## config.mk

```make
export PLATFORM = sky130hd
export DESIGN_NAME = add7_feeder
export DESIGN_NICKNAME = d
export VERILOG_FILES = /design/src/rtl/add7_feeder.sv
export SDC_FILE = /design/constraint.sdc
export NUM_CORES = 1
export LEC_CHECK = 0
export ABC_AREA = 1
export CAP_MARGIN = 20
export CORE_MARGIN = 2
export CORE_UTILIZATION = 35
export DETAILED_ROUTE_END_ITERATION = 8
export PLACE_DENSITY_LB_ADDON = 0.3
export SLEW_MARGIN = 0
export SYNTH_ARGS = -nofsm -noshare
export SYNTH_HDL_FRONTEND = slang
export SYNTH_SLANG_ARGS = --single-unit
```

## constraint.sdc

```tcl
create_clock -name clk -period 4.7 [get_ports clk]
set_input_delay 0.705 -clock clk [delete_from_list [all_inputs] [get_ports clk]]
set_output_delay 0.705 -clock clk [all_outputs]
set_load 0.02 [all_outputs]
```

## src/rtl/add7_feeder.sv

```systemverilog
// add7_feeder: front end for the 7-input adder kernel.
// Collects seven operand words from a valid/ready stream, pulses k_start
// for one cycle, waits for k_done under a watchdog and returns the kernel
// result (or 0 with m_timeout=1) on a valid/ready output stream.
//
//   state   | meaning
//   --------+-----------------------------------------------------------
//   COLLECT | accepting operand words into slots 0..6
//   START   | one-cycle k_start pulse, stale k_done ignored
//   WAIT    | waiting for k_done, watchdog counting
//   OUT     | result presented on m_*, held until m_ready

module add7_feeder #(
    parameter int unsigned TIMEOUT_CYCLES = 64
) (
    input  logic        clk,
    input  logic        rst_n,
    input  logic        s_valid,
    output logic        s_ready,
    input  logic [31:0] s_data,
    input  logic        s_last,
    output logic        k_start,
    output logic [31:0] k_a,
    output logic [31:0] k_b,
    output logic [31:0] k_c,
    output logic [31:0] k_d,
    output logic [31:0] k_e,
    output logic [31:0] k_f,
    output logic [31:0] k_g,
    input  logic        k_done,
    input  logic [31:0] k_result,
    output logic        m_valid,
    input  logic        m_ready,
    output logic [31:0] m_data,
    output logic        m_timeout,
    output logic [7:0]  drop_cnt
);

    typedef enum logic [1:0] {
        COLLECT = 2'd0,
        START   = 2'd1,
        WAIT    = 2'd2,
        OUT     = 2'd3
    } state_t;

    localparam logic [15:0] WDOG_LAST = 16'(TIMEOUT_CYCLES - 1);

    state_t      state;
    logic [2:0]  idx;
    logic [15:0] wdog;

    // Sequencer: framing, kernel handshake, watchdog and result hold.
    always_ff @(posedge clk or negedge rst_n) begin
        if (!rst_n) begin
            state     <= COLLECT;
            idx       <= 3'd0;
            wdog      <= 16'd0;
            s_ready   <= 1'b0;
            k_start   <= 1'b0;
            k_a       <= 32'd0;
            k_b       <= 32'd0;
            k_c       <= 32'd0;
            k_d       <= 32'd0;
            k_e       <= 32'd0;
            k_f       <= 32'd0;
            k_g       <= 32'd0;
            m_valid   <= 1'b0;
            m_data    <= 32'd0;
            m_timeout <= 1'b0;
            drop_cnt  <= 8'd0;
        end else begin
            case (state)
                COLLECT: begin
                    s_ready <= 1'b1;
                    if (s_valid && s_ready) begin
                        case (idx)
                            3'd0:    k_a <= s_data;
                            3'd1:    k_b <= s_data;
                            3'd2:    k_c <= s_data;
                            3'd3:    k_d <= s_data;
                            3'd4:    k_e <= s_data;
                            3'd5:    k_f <= s_data;
                            3'd6:    k_g <= s_data;
                            default: ;
                        endcase
                        if (idx == 3'd6) begin
                            // Seventh word completes the frame; s_last is irrelevant here.
                            idx     <= 3'd0;
                            s_ready <= 1'b0;
                            k_start <= 1'b1;
                            state   <= START;
                        end else if (s_last) begin
                            // Short frame: throw it away and start over at slot 0.
                            idx <= 3'd0;
                            if (drop_cnt != 8'hFF) begin
                                drop_cnt <= drop_cnt + 8'd1;
                            end
                        end else begin
                            idx <= idx + 3'd1;
                        end
                    end
                end
                START: begin
                    // k_done still reflects the previous run here, so it is not looked at.
                    k_start <= 1'b0;
                    wdog    <= 16'd0;
                    state   <= WAIT;
                end
                WAIT: begin
                    if (k_done) begin
                        m_data    <= k_result;
                        m_timeout <= 1'b0;
                        m_valid   <= 1'b1;
                        state     <= OUT;
                    end else if (wdog == WDOG_LAST) begin
                        m_data    <= 32'd0;
                        m_timeout <= 1'b1;
                        m_valid   <= 1'b1;
                        state     <= OUT;
                    end else begin
                        wdog <= wdog + 16'd1;
                    end
                end
                OUT: begin
                    if (m_ready) begin
                        m_valid <= 1'b0;
                        s_ready <= 1'b1;
                        state   <= COLLECT;
                    end
                end
                default: begin
                    state <= COLLECT;
                end
            endcase
        end
    end

endmodule

```

# == Word level (Yosys, flattened, before mapping) ==
# Index checks and enable logic that the tools add are counted.
# word_totals
inputBits,70
output_inout_bits,268
elab_cells,85
register_bits,289
# op_classes
bitwise,1
eq_ne,17
n_reduce_logical,23
mux,25
addsub,3
# op_table
op,n
$mux W32,2
$mux W16,2
$pmux W16 S2,1
$reduce_and A3 Y1,10
$add A16 B1 Y16 const B,1
$eq A16 B6 Y1 const B,1
$mux W2,5
$ne A2 B2 Y1 const B,5
$reduce_bool A2 Y1,5
$eq A3 B3 Y1 const B,3
$mux W1,9
$add A8 B1 Y8 const B,1
$ne A8 B8 Y1 const B,1
$pmux W2 S4,1
$eq A3 B2 Y1 const B,2
$mux W3,2
$pmux W1 S2,3
$reduce_and A2 Y1,3
$reduce_and A5 Y1,1
$eq A2 B2 Y1 const B,2
$reduce_and A4 Y1,1
$add A3 B1 Y3 const B,1
$eq A3 B1 Y1 const B,1
$logic_not A3 Y1,1
other kinds (5),5

# == Longest topological paths before layout ==
# Gate-level depths: netlist of the first run.
# logic_depth
ltp_word,4
mapped_depth,10

# == Worst setup path before layout of the first run ==
# Ideal clock, no wire load.
# synth_path
path_type,input to register
start,input s_valid
end,register k_e[23]
path_slack_ns,3.056
required_time_ns,4.570
t_arrival_ns,1.514
n_path_buf,2
stages,7
setup_ns,0.130
cell_sequence,nand2_1 -> nor2_2 -> buf_6 -> nand3_4 -> clkbuf_1 -> nand2_1 -> o21ai_0
# synth_via
elab_chain_len,2
# synth_rtl
element,line_no,text
start: declaration,18,"input logic s_valid,"
$logic_and A1 B1 Y1,75,if (s_valid && s_ready) begin
$reduce_and A3 Y1 (no source line),-,
end signal: assignment,81,3'd4: k_e <= s_data;
end: declaration,27,"output logic [31:0] k_e,"
# Every way passes these cells.
# A chain may end at the register's enable or synchronous reset.

# == Final worst setup path of the first run ==
# layout_path
start,register state[1]
end,register k_a[21]
# layout_via
elab_chain_len,2
# layout_rtl
element,line_no,text
start: declaration,48,state_t state;
start signal: assignment,55,state <= COLLECT;
start signal: assignment,91,state <= START;
start signal: assignment,107,state <= WAIT;
$logic_not A2 Y1,72,case (state)
$reduce_and A3 Y1 (no source line),-,
end signal: assignment,77,3'd0: k_a <= s_data;
end: declaration,23,"output logic [31:0] k_a,"
# Every way passes these cells.

==> results of run 1 <==
-- routing by layer --
metal	GRT usage (%)	wire, um	up-vias
met1	25.5	14300	4346
li1	-	-	4422
met5	0	0	-
met2	30.7	14500	343
met3	5.41	2820	54
met4	4.64	799	0
-- kinds of logic (layout without fill, tap and decap cells) --
kind of cell | Yosys count | count (layout) | synth area share (%)
simple gates | 490 | 490 | 18.6
flops | 289 | 289 | 63.9
compound gates | 246 | 246 | 11.1
buf+inv | 122 | 469 | 4.42
fa+ha+maj | 12 | 12 | 1.33
xor+xnor | 8 | 8 | 0.619
-- critical path: cells and delay by family, from the launching register on --
kind	cells	cell delay, ps
AOI/OAI and AO/OA	1	450
and+or+nand+nor	2	1390
DFF	1	410
buffers and inverters	2	190
adders and majority gates	1	180
-- report_power, final --
| group | internal, W | leakage [nW] | switching [W] | total (W) |
|---|---|---|---|---|
| logic | 0.00196 | 3.10 | 0.00242 | 0.00438 |
| clock network | 0.00176 | 0.593 | 0.00102 | 0.00278 |
| registers | 0.00339 | 3.79 | 0.000535 | 0.00392 |
| total | 0.00710 | 7.48 | 0.00398 | 0.0111 |
-- cell type report --
| type | count | area (um^2) | share of cell area [%] |
|---|---|---|---|
| clock buffer | 40 | 880 | 5.43 |
| tap | 402 | 503 | 3.10 |
| multi-input combinational | 756 | 3590 | 22.2 |
| inverter | 67 | 251 | 1.55 |
| sequential | 289 | 7230 | 44.6 |
| clock inverter | 18 | 305 | 1.88 |
| timing repair buffer | 344 | 3440 | 21.2 |
-- state kept, by name, summed over array words and instances, names as in the netlist --
| name | count |
|---|---|
| drop_cnt | 8 |
| idx | 3 |
| k_a | 32 |
| k_b | 32 |
| k_c | 32 |
| k_d | 32 |
| k_e | 32 |
| k_f | 32 |
| k_g | 32 |
| k_start | 1 |
| m_data | 32 |
| m_timeout | 1 |
| m_valid | 1 |
| s_ready | 1 |
| state | 2 |
| wdog | 16 |
-- per-stage QoR --
stage	instances	instance area [um^2]	power [W]
finish	1916	16200	0.0111
global route	1916	16200	0.0117
CTS	1916	16200	0.0112
detailed placement	1858	15000	0.00836
global placement	1858	15000	0.00828
floorplan	1167	11300	0.00605
-- cells in the final DEF, fill, tap and decap left out, types with 3 or more instances in the layout --
cell             instances
clkbuf_16               31
nor2_1                  24
o21ai_0                183
nor2_2                   4
nand4_1                  9
buf_4                    6
clkinv_2                 9
xnor2_1                  3
nand3_1                 54
o21ai_1                 54
nand3_4                  6
bufinv_16                8
inv_1                   62
ha_1                    12
nor3_1                   4
inv_2                    5
nand2_1                377
nand2_2                  3
clkbuf_8                 7
xor2_1                   5
dfrtp_1                289
clkdlybuf4s50_1        336
-- worst max path at each step --
stage,end,depth (start not counted),slack (ps),startpoint
after floorplan,k_e[23]$_DFFE_PN0P_,7,3060,s_valid
after global placement,k_b[31]$_DFFE_PN0P_,5,1540,s_valid
after detailed placement,k_b[28]$_DFFE_PN0P_,5,1420,s_valid
after CTS,k_b[28]$_DFFE_PN0P_,6,1880,state[0]$_DFFE_PN0P_
after global routing,k_e[19]$_DFFE_PN0P_,6,1610,state[0]$_DFFE_PN0P_
final,k_a[21]$_DFFE_PN0P_,6,1940,state[1]$_DFFE_PN0P_
==> flow_metrics.py, run 1 <==
metrics = {
    "status": {
        "status": "complete, no violations",
    },
    "yosys": {
        "ys_seq_area_share_pct": 63.9,
        "syn_nets": 1249,
        "synth_common_cells": "nand2_1 (377), dfrtp_1 (289), o21ai_0 (183)",
        "synthArstFlopShare_pct": 100,
        "synth_edf_count": 0,
        "ys_warn_count": 0,
        "ys.flop_type": "dfrtp_1",
        "syn-instance-count": 1167,
        "synth_area_um2": 11300,
        "synth.avg_cell_area_um2": 9.70,
        "yosysTopAreaCellShare_pct": 63.9,
        "synth_seq_cells": 289,
        "synth_most_common_cell": "nand2_1",
        "yosys.area.top_type": "dfrtp_1",
        "synth_cell_types": 35,
        "synth.area.top_cells": "dfrtp_1 (64%), nand2_1 (12%), o21ai_0 (8.1%), nand3_1 (2.4%), o21ai_1 (2.4%)",
    },
    "floorplan": {
        "coreArea_um2": 31700,
        "chipWidth_um": 184,
        "die_area_um2": 33800,
        "die_y_um": 184,
        "ios": 338,
        "initial_core_util_pct": 35.7,
        "num_rows": 65,
    },
    "global_route": {
        "grtUsageTotal_pct": 19.1,
        "grt_overflow_total": 0,
        "grt_max_degree": 118,
        "antenna_found_initial": 0,
        "grt_pass1_wl_um": 51200,
        "first_global_vias": 9054,
    },
    "clock_network": {
        "cts_hold_buf": 0,
        "clock_sinks": 289,
        "htreeDepth": 1,
        "clk_latency_ps": 570,
        "cts_tree": "done",
        "ctsResizeCount": 0,
        "numCtsBuffers": 31,
        "path_clk_slew_ps": 60,
        "cts_setup_buffers": 0,
        "cts_root_buf": "clkbuf_16",
        "clockBufferDepth": 3,
    },
    "timing": {
        "min_period_ps": 2760,
        "drv_slew": 0,
        "fin_setup_tns_ps": 0,
        "worst_pin_slew_ps": 950,
        "final-hold-violation-count": 0,
        "max_freq_ghz": 0.362,
        "setup_slack_ps": 1940,
        "whs_ps": 226,
        "setup_viol": 0,
        "slew_headroom_pct": 36.6,
        "skew_ps": 13.7,
        "finalCritPeriodShare_pct": 58.8,
        "rsz0062_at_grt": "false",
    },
    "critical_path": {
        "path_cells": "inv_1 -> ha_1 -> inv_1 -> nor2_2 -> nand3_4 -> o21ai_0",
        "path_max_fanout": 64,
        "worstSetupPathType": "flip-flop to flip-flop",
        "r2r_cells": 6,
        "critPathLaunchType": "flip-flop",
        "worstPathRequired_ps": 5150,
        "timing.rr.end": "k_a[21]$_DFFE_PN0P_",
        "arrival_ps": 3220,
        "r2r_slack_ps": 1940,
        "critPathCaptureType": "flip-flop",
        "cp_slowest_cell": "nand3_4",
        "timing.rr.start": "state[1]$_DFFE_PN0P_",
        "path_common_cell": "inv_1",
        "cpPeakStageDelay_ps": 770,
    },
    "cells_and_area": {
        "area_growth_syn_to_layout_pct": 43.1,
        "final_util_pct": 51.1,
        "nets": 1571,
        "antennaDiodeCount": 0,
        "drive_gt1_share_pct": 6.14,
        "num-fill-cells": 2905,
    },
    "power": {
        "ir_drop_v": 0.000337,
        "power_density_nw_per_um2": 684,
        "power.leakage_nw": 7.48,
    },
    "detailed_routing": {
        "routedWlPerCell_um": 16.9,
        "drc": 0,
        "dr.pass1.iters": 5,
        "wl_um": 32400,
        "viasPerCell": 4.78,
        "vias": 9165,
        "drt-initial-drc-count": 609,
        "ant_nets": 0,
    },
    "place": {
        "place_ws_ps": 1420,
        "gp_congestion": 0.800,
        "numPortBuffers": 337,
        "place_hpwl_um": 21800,
    },
    "min_path": {
        "min_path_type": "primary input to asynchronous set/reset pin",
    },
    "run": {
        "maxCapViolCount": 0,
    },
}
(Power assumes the default switching activity.)
==> inputs of run 2 (changes only) <==
==> constraint.sdc (replaced) <==
create_clock -name clk -period 2.53 [get_ports clk]
set_input_delay 0.3795 -clock clk [delete_from_list [all_inputs] [get_ports clk]]
set_output_delay 0.3795 -clock clk [all_outputs]
set_load 0.02 [all_outputs]
==> run 2 against run 1 <==
  * Setup slack lost 1500 ps
  * Register-to-register slack lost 1500 ps
  * Core utilization grew 0.12 points
  * Sequential power grew 87%
  * Critical endpoint is now k_c[18]$_DFFE_PN0P_
  * Largest power group unchanged
  * Highest routed layer unchanged
==> flow_metrics.py, run 2 (same netlist as run 1, synthesis figures left out) <==
metrics = {
    "power": {
        "power_density_nw_per_um2": 1240,
        "p_sw_share_pct": 36.8,
        "sequentialPowerShare_pct": 36.4,
        "power.switching_w": 0.00741,
        "power.leakage_nw": 7.50,
        "ir_drop_v": 0.000562,
        "intPower_w": 0.0127,
        "pwr-share-comb_pct": 40.5,
        "p_clk_share_pct": 23.1,
    },
    "floorplan": {
        "coreArea_um2": 31700,
        "die_area_um2": 33800,
        "die_y_um": 184,
        "num_rows": 65,
        "chipWidth_um": 184,
        "ios": 338,
        "initial_core_util_pct": 35.7,
    },
    "critical_path": {
        "critPathLaunchType": "flip-flop",
        "critPathCaptureType": "flip-flop",
        "cpPeakStageDelay_ps": 540,
        "worstSetupPathType": "flip-flop to flip-flop",
        "worstPathRequired_ps": 2940,
        "arrival_ps": 2480,
        "cp_slowest_cell": "buf_4",
        "path_cells": "inv_1 -> ha_1 -> inv_1 -> nor2_2 -> buf_4 -> nand3_4 -> buf_4 -> o21ai_0",
        "path_max_fanout": 64,
    },
    "cells_and_area": {
        "antennaDiodeCount": 0,
        "layout_commonest_cell": "nand2_1",
        "final_util_pct": 51.2,
        "layout_common_cells": "nand2_1 (377), clkdlybuf4s50_1 (336), dfrtp_1 (289)",
        "nets": 1586,
        "area_growth_syn_to_layout_pct": 43.5,
        "drive_gt1_share_pct": 6.80,
        "design_area_um2": 16200,
    },
    "timing": {
        "max_freq_ghz": 0.485,
        "skew_ps": 7.09,
        "whs_ps": 352,
        "fin_setup_tns_ps": 0,
        "rsz0062_at_grt": "false",
        "drv_slew": 0,
        "setup_viol": 0,
        "slew_headroom_pct": 54.7,
        "final-hold-violation-count": 0,
        "min_period_ps": 2060,
        "worst_pin_slew_ps": 680,
        "finalCritPeriodShare_pct": 81.6,
    },
    "global_route": {
        "antenna_found_initial": 0,
        "grt_max_degree": 65,
        "first_global_vias": 9003,
        "grt_overflow_total": 0,
        "grt_pass1_wl_um": 50700,
        "grtUsageTotal_pct": 18.9,
    },
    "clock_network": {
        "clk_latency_ps": 570,
        "clockBufferDepth": 3,
        "numCtsBuffers": 31,
        "clock_sinks": 289,
        "htreeDepth": 1,
        "cts_root_buf": "clkbuf_16",
        "ctsResizeCount": 0,
        "cts_tree": "done",
        "path_clk_slew_ps": 60,
    },
    "place": {
        "numPortBuffers": 337,
        "gp_congestion": 0.810,
        "place_area_um2": 15200,
        "place_hpwl_um": 22500,
    },
    "min_path": {
        "min_path_type": "primary input to flip-flop",
    },
    "detailed_routing": {
        "ant_nets": 0,
        "dr.pass1.iters": 5,
        "wl_um": 32400,
        "drc": 0,
        "vias": 9250,
        "routedWlPerCell_um": 16.8,
        "viasPerCell": 4.79,
        "drt-initial-drc-count": 588,
    },
    "status": {
        "status": "complete, no violations",
    },
    "run": {
        "maxCapViolCount": 0,
    },
}
-- run 2: timing repair --
item	CTS	global route
setup buffers	0	0
endpoints found under the hold margin	52	0
hold buffers	1	0
-- run 2: final timing paths --
path                                 startpoint                     end  slack [ps]  cells past startpoint
hold reg to reg             m_valid$_DFFE_PN0P_     m_valid$_DFFE_PN0P_         470                      2
min in group asynchronous                 rst_n     m_valid$_DFFE_PN0P_         360                      2
max in group asynchronous                 rst_n     k_f[18]$_DFFE_PN0P_        1460                      3
setup / recovery           state[0]$_DFFE_PN0P_     k_c[18]$_DFFE_PN0P_         470                      8
hold / removal                     k_result[23]  m_data[23]$_DFFE_PN0P_         350                      3
setup reg to reg           state[0]$_DFFE_PN0P_     k_c[18]$_DFFE_PN0P_         470                      8
-- run 2: layout make-up --
type	instances	area (um^2)
Clock inverter	16	181
Timing Repair Buffer	359	3610
Clock buffer	42	877
Tap cell	402	503
Multi-Input combinational cell	756	3590
Fill cell	2931	15500
Inverter	67	251
Sequential cell	289	7230
-- run 2: layer usage --
metal,GRT usage [%],wire length (um),vias up
met5,0,0,-
met4,3.68,609,0
met3,5.03,2560,41
met2,31.8,15200,331
met1,24.6,14000,4428
li1,-,-,4450
-- run 2: worst max-delay path: cells and delay by family (launching register included) --
family                   cells  cell delay, ps
flip-flops                   1             400
buffers and inverters        4             940
adder cells (fa/ha/maj)      1             240
AO/OA/AOI/OAI                1             190
AND/OR/NAND/NOR              2             120
-- run 2: per-stage QoR --
step	setup slack [ps]	instances	total power, W
final	467	1931	0.0201
after CTS	445	1931	0.0204
after global routing	290	1931	0.0213
after floorplan	954	1167	0.0112
after global placement	396	1872	0.0154
after detailed placement	360	1872	0.0156
-- run 2: power groups by stage --
stage	Combinational, W	Sequential [W]	Clock [W]
finish	0.00815	0.00733	0.00465
CTS	0.00826	0.00733	0.00477
detailed placement	0.00823	0.00738	0
global route	0.00882	0.00752	0.00496
floorplan	0.00201	0.00922	0
global placement	0.00811	0.00734	0
==> inputs of run 3 (changes only) <==
==> constraint.sdc (replaced) <==
create_clock -name clk -period 1.9 [get_ports clk]
set_input_delay 0.285 -clock clk [delete_from_list [all_inputs] [get_ports clk]]
set_output_delay 0.285 -clock clk [all_outputs]
set_load 0.02 [all_outputs]
==> run 3 against run 2 <==
  * Clock-buffer cell count increased by 8
  * Clock skew up 4.6 ps
  * Critical endpoint is now drop_cnt[5]
  * Core utilization rose by 0.86 points
  * First-iteration DRC count up 4.4%
  * Combinational power increased by 36%
  * Cell count up 0.62%
==> flow_metrics.py, run 3 (same netlist as run 1, synthesis figures left out) <==
metrics = {
    "global_route": {
        "antenna_found_initial": 0,
        "first_global_vias": 9166,
        "grtUsageTotal_pct": 19.2,
        "gr-max-usage-layer": "met2",
        "grt_max_degree": 65,
        "use_met2_pct": 31.4,
        "grt_overflow_total": 0,
        "met1_usage_pct": 24.7,
        "grt_pass1_wl_um": 51300,
        "met3_usage_pct": 5.67,
    },
    "cells_and_area": {
        "stdcell_count": 1943,
        "antennaDiodeCount": 0,
        "drive_gt1_share_pct": 7.59,
        "final_util_pct": 52.1,
        "area_growth_syn_to_layout_pct": 45.9,
        "nets": 1601,
        "layout_common_cells": "nand2_1 (377), clkdlybuf4s50_1 (333), dfrtp_1 (289)",
        "layout_commonest_cell": "nand2_1",
    },
    "floorplan": {
        "die_area_um2": 33800,
        "chipWidth_um": 184,
        "die_y_um": 184,
        "num_rows": 65,
        "initial_core_util_pct": 35.7,
        "coreArea_um2": 31700,
        "ios": 338,
    },
    "critical_path": {
        "critPathCaptureType": "output port",
        "timing.rr.start": "state[0]$_DFFE_PN0P_",
        "path_buf_inv": 1,
        "timing.rr.end": "k_c[13]$_DFFE_PN0P_",
        "worstPathRequired_ps": 1620,
        "cp_top_family": "buffers and inverters",
        "crit_end": "drop_cnt[5]",
        "cp_slowest_cell": "clkdlybuf4s50_1",
        "critPathLaunchType": "flip-flop",
        "r2r_cells": 9,
        "crit_cells": 1,
        "path_cells": "clkdlybuf4s50_1",
        "critPathLaunch": "drop_cnt[5]$_DFFE_PN0P_",
        "r2r_slack_ps": 130,
        "path_max_fanout": 5,
        "cpPeakStageDelay_ps": 640,
        "arrival_ps": 1560,
        "worstSetupPathType": "flip-flop to output port",
    },
    "timing": {
        "final-hold-violation-count": 0,
        "drv_slew": 0,
        "slew_headroom_pct": 70.4,
        "min_period_ps": 1850,
        "setup_viol": 0,
        "max_freq_ghz": 0.541,
        "rsz0062_at_grt": "true",
        "skew_ps": 11.7,
        "worst_pin_slew_ps": 444,
        "finalCritPeriodShare_pct": 97.2,
    },
    "min_path": {
        "min_path_type": "primary input to asynchronous set/reset pin",
    },
    "detailed_routing": {
        "ant_nets": 0,
        "routedWlPerCell_um": 16.8,
        "drt-initial-drc-count": 614,
        "viasPerCell": 4.84,
        "wl_um": 32600,
        "vias": 9398,
        "dr.pass1.iters": 5,
        "drc": 0,
    },
    "clock_network": {
        "cts_setup_buffers": 0,
        "clk_latency_ps": 500,
        "htreeDepth": 2,
        "path_clk_slew_ps": 60,
        "clockBufferDepth": 3,
        "clock_sinks": 289,
        "cts_tree": "done",
        "numCtsBuffers": 34,
        "cts_root_buf": "clkbuf_16",
    },
    "status": {
        "status": "complete, no violations",
    },
    "place": {
        "dp_cells": 1883,
        "place_hpwl_um": 22600,
        "numPortBuffers": 337,
        "gp_congestion": 0.831,
    },
    "power": {
        "ir_drop_v": 0.000871,
        "p_total_w": 0.0272,
        "power.leakage_nw": 7.66,
        "power_density_nw_per_um2": 1650,
    },
    "run": {
        "maxCapViolCount": 0,
    },
}
-- run 3: where the power goes --
| group | switching, W | internal (W) | leakage [nW] | total (W) |
|---|---|---|---|---|
| Sequential | 0.00134 | 0.00838 | 3.79 | 0.00972 |
| Combinational | 0.00604 | 0.00505 | 3.34 | 0.0111 |
| Clock | 0.00250 | 0.00386 | 0.539 | 0.00636 |
| Total | 0.00988 | 0.0173 | 7.66 | 0.0272 |
-- run 3: final cells by class --
class | count | area [um^2]
multi-input combinational | 757 | 3610
fill | 2847 | 15200
tap | 402 | 503
clock inverter | 8 | 81.3
clock buffer | 50 | 1020
timing repair buffer | 370 | 3820
inverter | 67 | 251
sequential | 289 | 7230
-- run 3: worst min-delay path by stage --
stage                              endpoint  slack [ps]  cells past startpoint         start
detailed placement    m_data[2]$_DFFE_PN0P_         250                      1         rst_n
finish                m_data[5]$_DFFE_PN0P_         300                      2         rst_n
global placement      m_data[5]$_DFFE_PN0P_         250                      1         rst_n
floorplan           drop_cnt[0]$_DFFE_PN0P_         -10                      0         rst_n
global route         m_data[22]$_DFFE_PN0P_         310                      3  k_result[22]
CTS                  m_data[14]$_DFFE_PN0P_         300                      3  k_result[14]
-- run 3: routing by layer --
layer	vias to the layer above	part of all wire, %
met4	0	2.4
met1	4487	42
li1	4499	-
met2	358	47
met5	-	0
met3	54	8.7
-- run 3: metrics by stage --
| stage | worst slack, ps | hold WS (ps) | area, um^2 | TNS (ps) |
|---|---|---|---|---|
| floorplan | 324 | -10.6 | 11300 | 0 |
| global route | -0.896 | 313 | 16500 | -0.896 |
| detailed placement | -39.5 | 247 | 15400 | -215 |
| global placement | 20.1 | 246 | 15400 | 0 |
| CTS | 0.461 | 303 | 16500 | 0 |
| finish | 53.2 | 298 | 16500 | 0 |
-- run 3: timing repair --
item	in CTS	in global routing
hold buffers	1	0
gates resized for setup	1	10
gates cloned	0	1
endpoints found under the setup margin	7	35
endpoints found under the hold margin	38	0
